$ cat config.mk
export PLATFORM = sky130hd
export DESIGN_NAME = memory_arbiter_flat
export DESIGN_NICKNAME = d
export VERILOG_FILES = /design/src/rtl/memory_arbiter_if.sv /design/src/rtl/memory_arbiter.sv /design/src/flat_wrapper.sv
export SDC_FILE = /design/constraint.sdc
export NUM_CORES = 1
export LEC_CHECK = 0
export CORE_AREA = 10 10 89 91
export DETAILED_ROUTE_END_ITERATION = 7
export DIE_AREA = 0 0 99 101
export GPL_TIMING_DRIVEN = 0
export PLACE_DENSITY_LB_ADDON = 0.08
export SETUP_SLACK_MARGIN = 0.05
export SLEW_MARGIN = 25
export SYNTH_ARGS = -nofsm -noshare
export SYNTH_HDL_FRONTEND = slang
export SYNTH_SLANG_ARGS = --single-unit
$ cat constraint.sdc
create_clock -name clk -period 2.6 [get_ports clk]
set_clock_uncertainty 0.1 [all_clocks]
set_input_delay 0.39 -clock clk [delete_from_list [all_inputs] [get_ports clk]]
set_output_delay 0.39 -clock clk [all_outputs]
set_load 0.01 [all_outputs]
$ cat src/rtl/memory_arbiter_if.sv
`default_nettype none
// ============================================================================
//  Module      : memory_arbiter_if
//  Description : Requester and memory-bus signal bundle for memory_arbiter.
//  Revision    : 1.0 - initial release
// ============================================================================
interface memory_arbiter_if;
    logic       req0;
    logic       req1;
    logic       we0;
    logic       we1;
    logic [7:0] addr0;
    logic [7:0] addr1;
    logic [7:0] wdata0;
    logic [7:0] wdata1;
    logic       ack0;
    logic       ack1;
    logic       err;
    logic [7:0] rdata;
    logic       owner;
    logic       mem_read_enable;
    logic       mem_write_enable;
    logic [7:0] mem_address;
    logic [7:0] mem_data;
    logic [7:0] mem_out;

    // Arbiter side
    modport slave (
        input  req0, req1, we0, we1, addr0, addr1, wdata0, wdata1, mem_out,
        output ack0, ack1, err, rdata, owner,
               mem_read_enable, mem_write_enable, mem_address, mem_data
    );

    // Requesters plus the memory block
    modport master (
        output req0, req1, we0, we1, addr0, addr1, wdata0, wdata1, mem_out,
        input  ack0, ack1, err, rdata, owner,
               mem_read_enable, mem_write_enable, mem_address, mem_data
    );
endinterface
`default_nettype wire

$ cat src/rtl/memory_arbiter.sv
`default_nettype none
// ============================================================================
//  Module      : memory_arbiter
//  Description : Two-port arbiter/sequencer for the register-file memory.
//                Define MEM_ARB_ROUND_ROBIN_EN for round-robin arbitration,
//                otherwise port 0 has fixed priority.
//  Revision    : 1.0 - initial release
// ============================================================================
module memory_arbiter #(
    parameter int DEPTH = 9
) (
    input  logic             clk,
    input  logic             reset,
    memory_arbiter_if.slave  bus
);

    localparam logic [1:0] c_IDLE   = 2'd0;
    localparam logic [1:0] c_ACCESS = 2'd1;
    localparam logic [1:0] c_RESP   = 2'd2;
    localparam logic [8:0] c_DEPTH  = 9'(DEPTH);

    logic [1:0] r_state;
    logic       r_owner;
    logic       r_we;
    logic       r_oor;
    logic       r_ack0;
    logic       r_ack1;
    logic       r_err;
    logic       r_re;
    logic       r_wr;
    logic [7:0] r_rdata;
    logic [7:0] r_addr;
    logic [7:0] r_data;

    logic       w_any_req;
    logic       w_grant;
    logic       w_sel_we;
    logic       w_sel_oor;
    logic [7:0] w_sel_addr;
    logic [7:0] w_sel_wdata;

    assign w_any_req = bus.req0 | bus.req1;

`ifdef MEM_ARB_ROUND_ROBIN_EN
    // Port that wins the next simultaneous request
    logic r_rr_prio;

    assign w_grant = (bus.req0 && bus.req1) ? r_rr_prio : bus.req1;

    always_ff @(posedge clk) begin
        if (reset) begin
            r_rr_prio <= 1'b0;
        end else if (r_state == c_IDLE && w_any_req) begin
            r_rr_prio <= ~w_grant;
        end
    end
`else
    assign w_grant = bus.req1 & ~bus.req0;
`endif

    assign w_sel_we    = w_grant ? bus.we1    : bus.we0;
    assign w_sel_addr  = w_grant ? bus.addr1  : bus.addr0;
    assign w_sel_wdata = w_grant ? bus.wdata1 : bus.wdata0;
    assign w_sel_oor   = ({1'b0, w_sel_addr} >= c_DEPTH);

    always_ff @(posedge clk) begin
        if (reset) begin
            r_state <= c_IDLE;
            r_owner <= 1'b0;
            r_we    <= 1'b0;
            r_oor   <= 1'b0;
            r_ack0  <= 1'b0;
            r_ack1  <= 1'b0;
            r_err   <= 1'b0;
            r_re    <= 1'b0;
            r_wr    <= 1'b0;
            r_rdata <= 8'h00;
            r_addr  <= 8'h00;
            r_data  <= 8'h00;
        end else begin
            case (r_state)
                c_IDLE: begin
                    if (w_any_req) begin
                        r_owner <= w_grant;
                        r_we    <= w_sel_we;
                        r_oor   <= w_sel_oor;
                        r_addr  <= w_sel_addr;
                        r_data  <= w_sel_wdata;
                        // Enables are registered here so they are high in ACCESS
                        r_wr    <= w_sel_we & ~w_sel_oor;
                        r_re    <= ~w_sel_we & ~w_sel_oor;
                        r_state <= c_ACCESS;
                    end
                end
                c_ACCESS: begin
                    r_wr   <= 1'b0;
                    r_re   <= 1'b0;
                    if (!r_we) begin
                        r_rdata <= r_oor ? 8'h00 : bus.mem_out;
                    end
                    r_ack0  <= ~r_owner;
                    r_ack1  <= r_owner;
                    r_err   <= r_oor;
                    r_state <= c_RESP;
                end
                c_RESP: begin
                    r_ack0  <= 1'b0;
                    r_ack1  <= 1'b0;
                    r_err   <= 1'b0;
                    r_state <= c_IDLE;
                end
                default: begin
                    r_wr    <= 1'b0;
                    r_re    <= 1'b0;
                    r_ack0  <= 1'b0;
                    r_ack1  <= 1'b0;
                    r_err   <= 1'b0;
                    r_state <= c_IDLE;
                end
            endcase
        end
    end

    assign bus.ack0             = r_ack0;
    assign bus.ack1             = r_ack1;
    assign bus.err              = r_err;
    assign bus.rdata            = r_rdata;
    assign bus.owner            = r_owner;
    assign bus.mem_read_enable  = r_re;
    assign bus.mem_write_enable = r_wr;
    assign bus.mem_address      = r_addr;
    assign bus.mem_data         = r_data;

endmodule
`default_nettype wire

$ cat src/flat_wrapper.sv
// flat-port wrapper written by rule: the top's interface ports become plain ports
module memory_arbiter_flat 
#(
    parameter int DEPTH = 9
)
  (clk, reset, bus_req0, bus_req1, bus_we0, bus_we1, bus_addr0, bus_addr1, bus_wdata0, bus_wdata1, bus_mem_out, bus_ack0, bus_ack1, bus_err, bus_rdata, bus_owner, bus_mem_read_enable, bus_mem_write_enable, bus_mem_address, bus_mem_data);
  memory_arbiter_if bus_i ();
  input  logic clk;
  input  logic reset;
  input wire logic [$bits(bus_i.req0)-1:0] bus_req0;
  input wire logic [$bits(bus_i.req1)-1:0] bus_req1;
  input wire logic [$bits(bus_i.we0)-1:0] bus_we0;
  input wire logic [$bits(bus_i.we1)-1:0] bus_we1;
  input wire logic [$bits(bus_i.addr0)-1:0] bus_addr0;
  input wire logic [$bits(bus_i.addr1)-1:0] bus_addr1;
  input wire logic [$bits(bus_i.wdata0)-1:0] bus_wdata0;
  input wire logic [$bits(bus_i.wdata1)-1:0] bus_wdata1;
  input wire logic [$bits(bus_i.mem_out)-1:0] bus_mem_out;
  output wire logic [$bits(bus_i.ack0)-1:0] bus_ack0;
  output wire logic [$bits(bus_i.ack1)-1:0] bus_ack1;
  output wire logic [$bits(bus_i.err)-1:0] bus_err;
  output wire logic [$bits(bus_i.rdata)-1:0] bus_rdata;
  output wire logic [$bits(bus_i.owner)-1:0] bus_owner;
  output wire logic [$bits(bus_i.mem_read_enable)-1:0] bus_mem_read_enable;
  output wire logic [$bits(bus_i.mem_write_enable)-1:0] bus_mem_write_enable;
  output wire logic [$bits(bus_i.mem_address)-1:0] bus_mem_address;
  output wire logic [$bits(bus_i.mem_data)-1:0] bus_mem_data;
  assign bus_i.req0 = bus_req0;
  assign bus_i.req1 = bus_req1;
  assign bus_i.we0 = bus_we0;
  assign bus_i.we1 = bus_we1;
  assign bus_i.addr0 = bus_addr0;
  assign bus_i.addr1 = bus_addr1;
  assign bus_i.wdata0 = bus_wdata0;
  assign bus_i.wdata1 = bus_wdata1;
  assign bus_i.mem_out = bus_mem_out;
  assign bus_ack0 = bus_i.ack0;
  assign bus_ack1 = bus_i.ack1;
  assign bus_err = bus_i.err;
  assign bus_rdata = bus_i.rdata;
  assign bus_owner = bus_i.owner;
  assign bus_mem_read_enable = bus_i.mem_read_enable;
  assign bus_mem_write_enable = bus_i.mem_write_enable;
  assign bus_mem_address = bus_i.mem_address;
  assign bus_mem_data = bus_i.mem_data;
  memory_arbiter #(.DEPTH(DEPTH)) u_core (.clk(clk), .reset(reset), .bus(bus_i));
endmodule
==> results.sh <==
export IMPL_multiInputGateArea_sq_um=756
export IMPL_cp_startpoint="bus_req0"
export IMPL_fin_util_pct=39.9
export IMPL_path_class="in -> reg"
export IMPL_cpPeakStageDelay_ps=490
export IMPL_synth_top_family_by_area="compound AO/OA/AOI/OAI gates"
export IMPL_first_global_vias=1493
export IMPL_detail_route_iter0_violations=22
export IMPL_grt_pass1_wl_microns=7710
export IMPL_setup_viol=0
export IMPL_cts_setup_buffers=0
export IMPL_avgSynthCellArea_sq_um=10.1
export IMPL_num_antenna_cells=0
export IMPL_power_frac_seq_pct=41.7
export IMPL_required_ps=2640
export IMPL_yosys_area_share_simple_pct=17.7
export IMPL_cts_inserted_buffers=5
export IMPL_root_buffer="clkbuf_8"
export IMPL_regArea_sq_um=681
export IMPL_max_freq_ghz=0.564
export IMPL_hold_violations=0
export IMPL_remaining_drc_errors=0
export IMPL_clock_sinks=34
export IMPL_met2_usage_pct=15.2
export IMPL_drive_gt1_share_pct=13.7
export IMPL_gr_total_overflow=0
export IMPL_use_met1_pct=10.9
export IMPL_io_pins=76
export IMPL_arrival_ps=1810
export IMPL_syn_nets=197
export IMPL_ys_types=29
export IMPL_worstMarginPinSlew_ps=748
export IMPL_grt_total_usage_pct=9.64
export IMPL_initial_core_util_pct=24.5
export IMPL_cp_num_cells=6
export IMPL_synthAdderAreaFrac_pct=0
export IMPL_r2r_end="u_core.bus.mem_address[3]$_SDFFE_PP0P_"
export IMPL_cp_max_fo=10
export IMPL_crit_top_cell="buf_4"
export IMPL_nNetsFinal=279
export IMPL_combPwrFrac_pct=25.1
export IMPL_synth_compound_area_share_pct=19.5
export IMPL_top_usage_layer="met2"
export IMPL_firstDrtPassIters=2
export IMPL_gp_congestion=0.678
export IMPL_outcome="complete, no violations"
export IMPL_wl_per_cell_microns=15.3
export IMPL_clk_pin_slew_ps=70
export IMPL_rsz0062_at_grt="no"
export IMPL_die_area_sq_um=10000
export IMPL_seq_area_frac_synth_pct=44.8
export IMPL_synth_area_mux_share_pct=12.6
export IMPL_routed_via_count=1376
export IMPL_clk_latency_ps=280
export IMPL_final_fill_count=642
export IMPL_met3_usage_pct=5.21
export IMPL_slowest_stage="clkdlybuf4s50_1"
export IMPL_end_kind="register"
export IMPL_max_slew_margin_pct=50.1
export IMPL_critPathLaunchType="input port"
export IMPL_portBuffers=75
export IMPL_htree_levels=2
export IMPL_synth_seq_cells=34
export IMPL_syn_to_final_growth_pct=63.0
export IMPL_routed_wl_microns=4740
export IMPL_power_leakage_nw=0.950
export IMPL_drtAntennaViolNets=0
export IMPL_reg2reg_depth=4
export IMPL_dieHeight_microns=101
export IMPL_r2r_slack_ps=1080
export IMPL_sw_frac_of_total_pct=26.2
export IMPL_endpoint="u_core.bus.mem_address[6]$_SDFFE_PP0P_"
export IMPL_cts_buffer_depth=2
export IMPL_p_int_mw=1.05
export IMPL_synth_xor_area_share_pct=0
export IMPL_hold_buffers=0
export IMPL_setup_tns_ps=0
export IMPL_slew_violations=0
export IMPL_rows=29
export IMPL_antenna_found_initial=0
export IMPL_grt_start_max_net_pins=12
export IMPL_yosys_warnings=0
export IMPL_cap_violations=0
export IMPL_fin_crit_ps=1770
export IMPL_syn_inst=151
export IMPL_hpwl_microns=3730
export IMPL_cts_tree="yes"
export IMPL_p_sw_mw=0.373
export IMPL_cts_resized=0
export IMPL_crit_chain="clkdlybuf4s50_1 > nand2b_1 > buf_4 > buf_4 > mux2i_1 > a211oi_2"
export IMPL_cp_buffers_inverters=3
export IMPL_powerDensity_nw_per_um2=575
export IMPL_synth_area_sq_um=1520
export IMPL_path_delay_family="buffers and inverters"
export IMPL_fin_crit_sh_pct=68.2
export IMPL_vdd_drop_max_v=0.000230
export IMPL_die_w_microns=99
export IMPL_vias_per_cell=4.42
export IMPL_timing_rr_start="u_core.r_state[0]$_SDFFE_PP0P_"
export IMPL_hp_class="reg -> reg"
export IMPL_pwr_share_clk_pct=33.3
export IMPL_core_area_sq_um=6200
flip-flops by register name, indices dropped and copies added, names as in the netlist:
register and flops:
u_core.r_we 1, u_core.r_state 2, u_core.bus.ack0 1, u_core.bus.mem_address 8
u_core.bus.ack1 1, u_core.bus.owner 1, u_core.bus.mem_read_enable 1, u_core.r_oor 1
u_core.bus.mem_write_enable 1, u_core.bus.rdata 8, u_core.bus.err 1, u_core.bus.mem_data 8
worst min path at each step:
stage	startpoint	to	slack, ps	depth (start not counted)
after floorplan	u_core.bus.rdata[0]$_SDFFE_PP0P_	u_core.bus.rdata[0]$_SDFFE_PP0P_	380	2
after global placement	u_core.bus.rdata[5]$_SDFFE_PP0P_	u_core.bus.rdata[5]$_SDFFE_PP0P_	340	2
after detailed placement	u_core.bus.rdata[1]$_SDFFE_PP0P_	u_core.bus.rdata[1]$_SDFFE_PP0P_	350	2
after CTS	u_core.bus.rdata[1]$_SDFFE_PP0P_	u_core.bus.rdata[1]$_SDFFE_PP0P_	360	2
after global routing	u_core.bus.rdata[4]$_SDFFE_PP0P_	u_core.bus.rdata[4]$_SDFFE_PP0P_	380	2
final	u_core.bus.rdata[1]$_SDFFE_PP0P_	u_core.bus.rdata[1]$_SDFFE_PP0P_	350	2
metal layers:
layer  routed length [microns]  vias to the layer above  part of all wire (%)
li1                          -                      709                     -
met2                      2140                       51                    45
met5                         0                        -                     0
met1                      2120                      613                    45
met3                       451                        3                   9.5
met4                        29                        0                  0.61
worst reg2reg max path, delay by kind of cell, from the launching register on:
kind | cells | cell delay (ps)
buffers and inverters | 2 | 460
DFF | 1 | 300
AOI/OAI and AO/OA | 1 | 90
and+or+nand+nor | 1 | 410
cell type report:
type | instances | area share [%]
multi-input combinational | 104 | 30.6
timing repair buffer | 75 | 30.3
clock buffer | 5 | 2.78
tap | 77 | 3.89
buffer | 11 | 2.98
clock inverter | 3 | 1.62
sequential | 34 | 27.5
inverter | 2 | 0.303
cells by family after synthesis:
logic type	after synthesis
flops	34
buf+inv	13
compound gates	34
simple gates	51
mux	19
stage by stage:
stage / power [mW] / hold slack (ps) / worst slack, ps / area (sq um) / instances
6_report: 1.42 / 350 / 828 / 2470 / 311
5_1_grt: 1.51 / 377 / 719 / 2470 / 311
4_1_cts: 1.46 / 357 / 806 / 2470 / 311
3_5_place_dp: 0.968 / 346 / 498 / 2360 / 303
3_3_place_gp: 0.969 / 343 / 503 / 2360 / 303
2_1_floorplan: 0.776 / 376 / 1150 / 1520 / 151
power groups by stage:
stage	sequential [mW]	combinational, mW	clock, mW
3_5_place_dp	0.604	0.364	0
5_1_grt	0.600	0.390	0.524
4_1_cts	0.593	0.365	0.497
2_1_floorplan	0.620	0.155	0
6_report	0.593	0.357	0.473
3_3_place_gp	0.604	0.364	0
cells in the mapped netlist (all sizes together):
cell     number  share of area, %
o31ai         2              0.99
nand3         1              0.33
o22ai         1              0.41
a21oi         9               3.0
nor3b         2               1.3
nand2b        3               1.2
mux2          1              0.74
clkbuf        1              0.25
nor4          2              0.82
a211oi       18                13
inv           2              0.49
dfxtp        34                45
or3b          1              0.58
nor2         21               5.2
mux2i        18                12
o21ai         1              0.33
buf          10               4.6
a32o          2               1.3
nor3          4               2.1
a2111oi       1              0.58
nand3b        8               4.0
nand2         9               2.2
layout by cell type, fill, tap and decap left out, types with 3 or more instances in the layout:
cell	n
dfxtp_1	34
nor3_1	3
clkdlybuf4s50_1	75
a211oi_2	12
nand2b_1	3
a21oi_1	9
nand2_1	9
clkbuf_8	5
mux2i_1	18
buf_4	4
nand3b_1	8
a211oi_1	6
nor2_1	21
Power figures use the tool's default switching activity.
